===== src/rtl/mem_access_stage.sv =====
// mem_access_stage: RV32 memory-access stage between EX/MEM and MEM/WB.
// Captures one instruction, runs a req/gnt/rvalid data-memory access for
// loads/stores, aligns/extends load data and hands the result downstream.
// Optional feature macro: MEM_MISALIGN_TRAP_EN (misaligned H/W accesses skip
// memory and come out flagged on misaligned_o).
module mem_access_stage #(
  parameter int RegAddrWidth     = 4,
  parameter bit ClearDataOnReset = 1'b1
) (
  input  logic                    clk_i,
  input  logic                    reset_ni,
  input  logic                    flush_i,
  input  logic                    valid_i,
  output logic                    ready_o,
  input  logic [31:0]             alu_result_i,
  input  logic [31:0]             store_data_i,
  input  logic [2:0]              funct3_i,
  input  logic [RegAddrWidth-1:0] rd_i,
  input  logic                    MemRead_i,
  input  logic                    MemWrite_i,
  input  logic                    RegWrite_i,
  input  logic                    MemToReg_i,
  output logic                    dmem_req_o,
  input  logic                    dmem_gnt_i,
  output logic                    dmem_we_o,
  output logic [3:0]              dmem_be_o,
  output logic [31:0]             dmem_addr_o,
  output logic [31:0]             dmem_wdata_o,
  input  logic                    dmem_rvalid_i,
  input  logic [31:0]             dmem_rdata_i,
  output logic                    valid_o,
  input  logic                    ready_i,
  output logic [31:0]             mem_data_o,
  output logic [31:0]             mem_address_o,
  output logic [RegAddrWidth-1:0] rd_o,
  output logic                    RegWrite_o,
  output logic                    MemToReg_o,
  output logic                    misaligned_o
);

  typedef enum logic [2:0] {S_IDLE, S_REQ, S_WAIT, S_OUT, S_DRAIN} state_t;
  state_t r_state, w_state_d;

  logic r_memread, r_memwrite, r_regwrite, r_memtoreg, r_misaligned;
  logic [31:0]             r_addr, r_sdata, r_mem_data;
  logic [2:0]              r_funct3;
  logic [RegAddrWidth-1:0] r_rd;

  logic [31:0]             w_addr_d, w_sdata_d, w_mem_data_d, w_load, w_wdata;
  logic [2:0]              w_funct3_d;
  logic [RegAddrWidth-1:0] w_rd_d;
  logic [3:0]              w_be;
  logic [7:0]              w_byte;
  logic [15:0]             w_half;
  logic w_capture, w_memop_in, w_mis_in, w_load_fire;

  assign w_memop_in = MemRead_i | MemWrite_i;

`ifdef MEM_MISALIGN_TRAP_EN
  // Halfword needs addr[0]==0, word (and anything wider) needs addr[1:0]==0
  assign w_mis_in = w_memop_in &
                    (((funct3_i[1:0] == 2'b01) & alu_result_i[0]) |
                     (funct3_i[1] & (|alu_result_i[1:0])));
`else
  assign w_mis_in = 1'b0;
`endif

  // Handshake outputs and next state; a capture overrides the per-state choice
  always_comb begin
    w_state_d  = r_state;
    w_capture  = 1'b0;
    ready_o    = 1'b0;
    valid_o    = 1'b0;
    dmem_req_o = 1'b0;
    case (r_state)
      S_IDLE: begin
        ready_o   = 1'b1;
        w_capture = valid_i & ~flush_i;
      end
      S_REQ: begin
        dmem_req_o = 1'b1;
        if (flush_i)         w_state_d = dmem_gnt_i ? S_DRAIN : S_IDLE;
        else if (dmem_gnt_i) w_state_d = S_WAIT;
      end
      S_WAIT: begin
        if (flush_i)            w_state_d = dmem_rvalid_i ? S_IDLE : S_DRAIN;
        else if (dmem_rvalid_i) w_state_d = S_OUT;
      end
      S_OUT: begin
        valid_o = 1'b1;
        ready_o = ready_i;
        if (flush_i) w_state_d = S_IDLE;
        else if (ready_i) begin
          w_state_d = S_IDLE;
          w_capture = valid_i;
        end
      end
      S_DRAIN: if (dmem_rvalid_i) w_state_d = S_IDLE;
      default: w_state_d = S_IDLE;
    endcase
    if (w_capture) w_state_d = (w_memop_in & ~w_mis_in) ? S_REQ : S_OUT;
  end

  assign w_load_fire = (r_state == S_WAIT) & dmem_rvalid_i & ~flush_i & r_memread;

  // Byte enables and lane-replicated store data from the held instruction
  always_comb begin
    w_be    = 4'b1111;
    w_wdata = r_sdata;
    case (r_funct3[1:0])
      2'b00: begin
        w_be    = 4'b0001 << r_addr[1:0];
        w_wdata = {4{r_sdata[7:0]}};
      end
      2'b01: begin
        w_be    = 4'b0011 << {r_addr[1], 1'b0};
        w_wdata = {2{r_sdata[15:0]}};
      end
      default: ;
    endcase
  end

  // Lane select and sign/zero extension of the returned word
  always_comb begin
    case (r_addr[1:0])
      2'd0:    w_byte = dmem_rdata_i[7:0];
      2'd1:    w_byte = dmem_rdata_i[15:8];
      2'd2:    w_byte = dmem_rdata_i[23:16];
      default: w_byte = dmem_rdata_i[31:24];
    endcase
    w_half = r_addr[1] ? dmem_rdata_i[31:16] : dmem_rdata_i[15:0];
    case (r_funct3)
      3'b000:  w_load = {{24{w_byte[7]}}, w_byte};
      3'b100:  w_load = {24'd0, w_byte};
      3'b001:  w_load = {{16{w_half[15]}}, w_half};
      3'b101:  w_load = {16'd0, w_half};
      default: w_load = dmem_rdata_i;
    endcase
  end

  // Next values of the data registers (captured fields and load result)
  always_comb begin
    w_addr_d     = r_addr;
    w_sdata_d    = r_sdata;
    w_funct3_d   = r_funct3;
    w_rd_d       = r_rd;
    w_mem_data_d = r_mem_data;
    if (w_capture) begin
      w_addr_d     = alu_result_i;
      w_sdata_d    = store_data_i;
      w_funct3_d   = funct3_i;
      w_rd_d       = rd_i;
      w_mem_data_d = '0;
    end else if (w_load_fire) begin
      w_mem_data_d = w_load;
    end
  end

  // State and control bits always reset; misaligned flag drops when OUT is left
  always_ff @(posedge clk_i or negedge reset_ni) begin
    if (!reset_ni) begin
      r_state      <= S_IDLE;
      r_memread    <= 1'b0;
      r_memwrite   <= 1'b0;
      r_regwrite   <= 1'b0;
      r_memtoreg   <= 1'b0;
      r_misaligned <= 1'b0;
    end else begin
      r_state <= w_state_d;
      if (w_capture) begin
        r_memread    <= MemRead_i;
        r_memwrite   <= MemWrite_i;
        r_regwrite   <= RegWrite_i & ~w_mis_in;
        r_memtoreg   <= MemToReg_i;
        r_misaligned <= w_mis_in;
      end else if ((r_state == S_OUT) && (flush_i || ready_i)) begin
        r_misaligned <= 1'b0;
      end
    end
  end

  // Data registers: reset only when ClearDataOnReset is set
  generate
    if (ClearDataOnReset) begin : g_data_rst
      always_ff @(posedge clk_i or negedge reset_ni) begin
        if (!reset_ni) begin
          r_addr     <= '0;
          r_sdata    <= '0;
          r_funct3   <= '0;
          r_rd       <= '0;
          r_mem_data <= '0;
        end else begin
          r_addr     <= w_addr_d;
          r_sdata    <= w_sdata_d;
          r_funct3   <= w_funct3_d;
          r_rd       <= w_rd_d;
          r_mem_data <= w_mem_data_d;
        end
      end
    end else begin : g_data_norst
      always_ff @(posedge clk_i) begin
        r_addr     <= w_addr_d;
        r_sdata    <= w_sdata_d;
        r_funct3   <= w_funct3_d;
        r_rd       <= w_rd_d;
        r_mem_data <= w_mem_data_d;
      end
    end
  endgenerate

  assign dmem_we_o     = (r_state == S_REQ) & r_memwrite;
  assign dmem_be_o     = (r_state == S_REQ) ? w_be : 4'b0000;
  assign dmem_addr_o   = {r_addr[31:2], 2'b00};
  assign dmem_wdata_o  = w_wdata;
  assign mem_data_o    = r_mem_data;
  assign mem_address_o = r_addr;
  assign rd_o          = r_rd;
  assign RegWrite_o    = r_regwrite;
  assign MemToReg_o    = r_memtoreg;
  assign misaligned_o  = r_misaligned;

endmodule


===== config.mk =====
export PLATFORM = sky130hd
export DESIGN_NAME = mem_access_stage
export DESIGN_NICKNAME = d
export VERILOG_FILES = /design/src/rtl/mem_access_stage.sv
export SDC_FILE = /design/constraint.sdc
export NUM_CORES = 1
export LEC_CHECK = 0
export ABC_CLOCK_PERIOD_IN_PS = 2800
export BUFFER_PORTS_ARGS = -buffer_cell sky130_fd_sc_hd__buf_2
export CAP_MARGIN = 20
export CORE_MARGIN = 4
export CORE_UTILIZATION = 47
export CTS_CLUSTER_DIAMETER = 50
export DETAILED_ROUTE_END_ITERATION = 8
export PLACE_DENSITY = 0.91
export SLEW_MARGIN = 20
export SYNTH_ARGS = -nofsm -noshare
export SYNTH_HDL_FRONTEND = slang
export SYNTH_SLANG_ARGS = --single-unit

===== constraint.sdc =====
create_clock -name clk_i -period 2.8 [get_ports clk_i]
set_clock_uncertainty 0.05 [all_clocks]
set_input_delay 0.7 -clock clk_i [delete_from_list [all_inputs] [get_ports clk_i]]
set_output_delay 0.7 -clock clk_i [all_outputs]
set_load 0.02 [all_outputs]

==> impl_metrics.csv <==
group,metric,value,unit
power_and_ir_drop,p_leak,0.00347,uW
setup_path,critPathArrivalTime,1.85,ns
timing,final.period_utilization,0.929,
placed_design,pre_cts_ws,0.433,ns
power_and_ir_drop,p_seq_frac,0.324,
outcome,status,"completed",
clock_network,insertion_delay,0.34,ns
clock_network,cts.reportedPaths.clkPinSlew,0.07,ns
clock_network,clockBufferDepth,2,
die,die_w,115,um
placed_design,place_congestion,0.855,
hold_path,hp-class,"input pin to async pin",
finish,drive_above_1_share,0.595,
drt,drt_iter0_drc,317,
synthesis,yosys_warnings,0,
clock_network,cts_made_buffers,9,
clock_network,cts_sinks,110,
setup_path,slowest_delay,0.49,ns
finish,layout_commonest_cell,"buf_2",
setup_path,critPathLaunchType,"flop",
timing,setup_ws,0.200,ns
synthesis,ys_seq_elements,110,
synthesis,seq_area_frac_synth,0.509,
setup_path,cp_top_family,"flip-flops",
power_and_ir_drop,switching_share,0.426,
clock_network,cts_hold_buf,0,
die,core,0.0110,mm2
global_routing,grt_pass1_vias,4468,
timing,maxSlewViolCount,0,
power_and_ir_drop,p_comb_frac,0.505,
setup_path,cp_max_fo,6,
drt,wl_per_cell,17.8,um
job,max_cap_viol_count,0,
setup_path,path_buf_inv,2,
clock_network,htreeDepth,3,
power_and_ir_drop,peakVddDrop,941,uV
timing,fin_tns_setup,0,ns
setup_path,required,2.05,ns
global_routing,grt_pass1_wl,22500,um
timing,setup_viol,0,
finish,syn_to_final_growth,27.3,%
power_and_ir_drop,p_switching,3540,uW
drt,finalWirelength,14300,um
global_routing,grt.total_usage,0.213,
timing,post-route-min-period,2.60,ns
drt,num_vias,4287,
timing,worst_slew_pin_slew,0.601,ns
timing,maxSlewHeadroom,0.599,
die,die_area,0.0133,mm2
finish,diodes,0,
die,die_h,115,um
clock_network,cts_tree,"built",
drt,ant_nets,0,
power_and_ir_drop,powerDensity,1200,mW/mm2
timing,timing.fmax,385,MHz
clock_network,cts-root-buf,"clkbuf_16",
setup_path,path_cells,"inv_1, or3_1, a21oi_1, buf_2",
global_routing,antenna_found_initial,0,
power_and_ir_drop,clkPwrFrac,0.170,
finish,final_util,0.625,
setup_path,worstSetupPathType,"flop to output port",
finish,fill_cells,854,
drt,remaining_drc_errors,0,
global_routing,grt_max_degree,69,
drt,drt_pre_antenna_iters,6,
die,start_util,0.491,
setup_path,worst-r2r-setup-slack,0.68,ns
synthesis,yosysUniqueCellTypes,41,
placed_design,dp_hpwl,10800,um
clock_network,cts_resized,0,
die,rows,38,
timing,rsz0062_at_grt,"false",
drt,vias_per_cell,5.35,
power_and_ir_drop,p_int,4770,uW
synthesis,avgSynthCellArea,12.1,um2
clock_network,postCtsSetupRepairBufs,0,
timing,hold_violations,0,
setup_path,critPathSlowestCell,"dfrtp_1",
synthesis,syn_inst,446,
die,io_pins,257,
setup_path,end_kind,"output port",
placed_design,port_buffers,253,
finish,final_cell_mix,"buf_2, dfrtp_1, mux2_2",
global_routing,overflow,0,
finish,finalNetCount,770,
synthesis,syn_area,0.00541,mm2
-- state kept, by name, summed over array words and instances, names as in the netlist --
signal	count
r_memwrite	1
rd_o	4
RegWrite_o	1
r_funct3	3
mem_data_o	32
r_memread	1
r_sdata	32
MemToReg_o	1
mem_address_o	32
r_state	3
-- cell usage after synthesis --
cell type,count,area share
buf_1,1,0.00069
conb_1,1,0.00069
a211o_1,1,0.0016
nor3_1,4,0.0037
o21ba_2,1,0.0018
inv_1,5,0.0035
o211ai_1,2,0.0028
a221o_2,10,0.021
nand3_2,1,0.0018
nor2b_1,7,0.0081
o2bb2ai_1,7,0.011
nor4b_4,1,0.0044
mux2_2,93,0.19
buf_4,42,0.058
a21oi_1,12,0.011
a32o_1,2,0.0037
buf_2,13,0.012
a221o_1,6,0.011
nand3_1,9,0.0083
or3_1,7,0.0081
o21a_1,1,0.0014
nor3b_1,2,0.0028
nand2_1,14,0.0097
nand2b_2,1,0.0016
a222oi_1,1,0.0018
and3_1,2,0.0023
a31o_2,2,0.0032
nand2b_1,3,0.0035
buf_6,2,0.0042
o21ai_0,33,0.031
dfrtp_1,110,0.51
a21boi_0,1,0.0014
mux4_2,1,0.0042
clkbuf_1,12,0.0083
o31ai_1,2,0.0028
mux2i_1,14,0.026
and2b_1,1,0.0014
a2111oi_4,1,0.0051
and2_1,2,0.0023
a21o_1,1,0.0014
nor2_1,15,0.010
-- final timing paths --
path | startpoint | endpoint | cells past startpoint
max | r_state[0] | dmem_be_o[3] | 4
min | reset_ni | mem_data_o[16] | 1
max reg2reg | mem_address_o[1] | mem_data_o[21] | 5
min reg2reg | mem_data_o[10] | mem_data_o[10] | 1
max in group asynchronous | reset_ni | r_sdata[5] | 2
min in group clk_i | mem_data_o[10] | mem_data_o[10] | 1
-- metal layers --
layer  global-route usage  vias to the layer above  part of all wire
met1                0.261                     2064              0.38
met3               0.0484                       21             0.092
li1                     -                     1975                 -
met2                0.374                      227              0.51
met5                    0                        -                 0
met4               0.0704                        0             0.020
-- worst reg2reg max path: cells and delay by family, from the launching register on --
kind | cells | cell delay [ns]
compound gates | 2 | 0.73
buf+inv | 1 | 0.28
flops | 1 | 0.48
mux | 1 | 0.45
simple gates | 1 | 0.09
-- cell families after synthesis --
| kind of cell | share of synthesized area |
|---|---|
| DFF | 0.509 |
| muxes | 0.224 |
| AOI/OAI and AO/OA | 0.112 |
| buffers and inverters | 0.0869 |
| and+or+nand+nor | 0.0684 |
| other | 0.000693 |
-- area by class of cell --
type / count / area [um2] / area share
clock buffer: 13 / 270 / 0.0392
sequential: 110 / 2750 / 0.399
multi-input combinational: 263 / 2200 / 0.319
inverter: 5 / 18.8 / 0.00272
tap: 140 / 175 / 0.0254
timing repair buffer: 267 / 1410 / 0.205
clock inverter: 3 / 65.1 / 0.00944
-- power groups by stage --
stage	Sequential (uW)	Clock [uW]	Combinational [uW]
floorplan	3030	0	2790
global placement	2660	0	4150
detailed placement	2720	0	4210
CTS	2700	1450	4240
global route	2800	1510	4500
finish	2690	1410	4200
-- stage by stage --
step                      hold slack [ns]  instances  power (uW)  area [um2]
after floorplan                     0.354        448        5820        5420
after global placement              0.427        785        6810        6560
after detailed placement            0.424        785        6940        6560
after CTS                           0.327        801        8380        6890
after global routing                0.361        801        8820        6890
final                               0.314        801        8300        6890
Note: power is estimated with default switching activity, not from simulation.
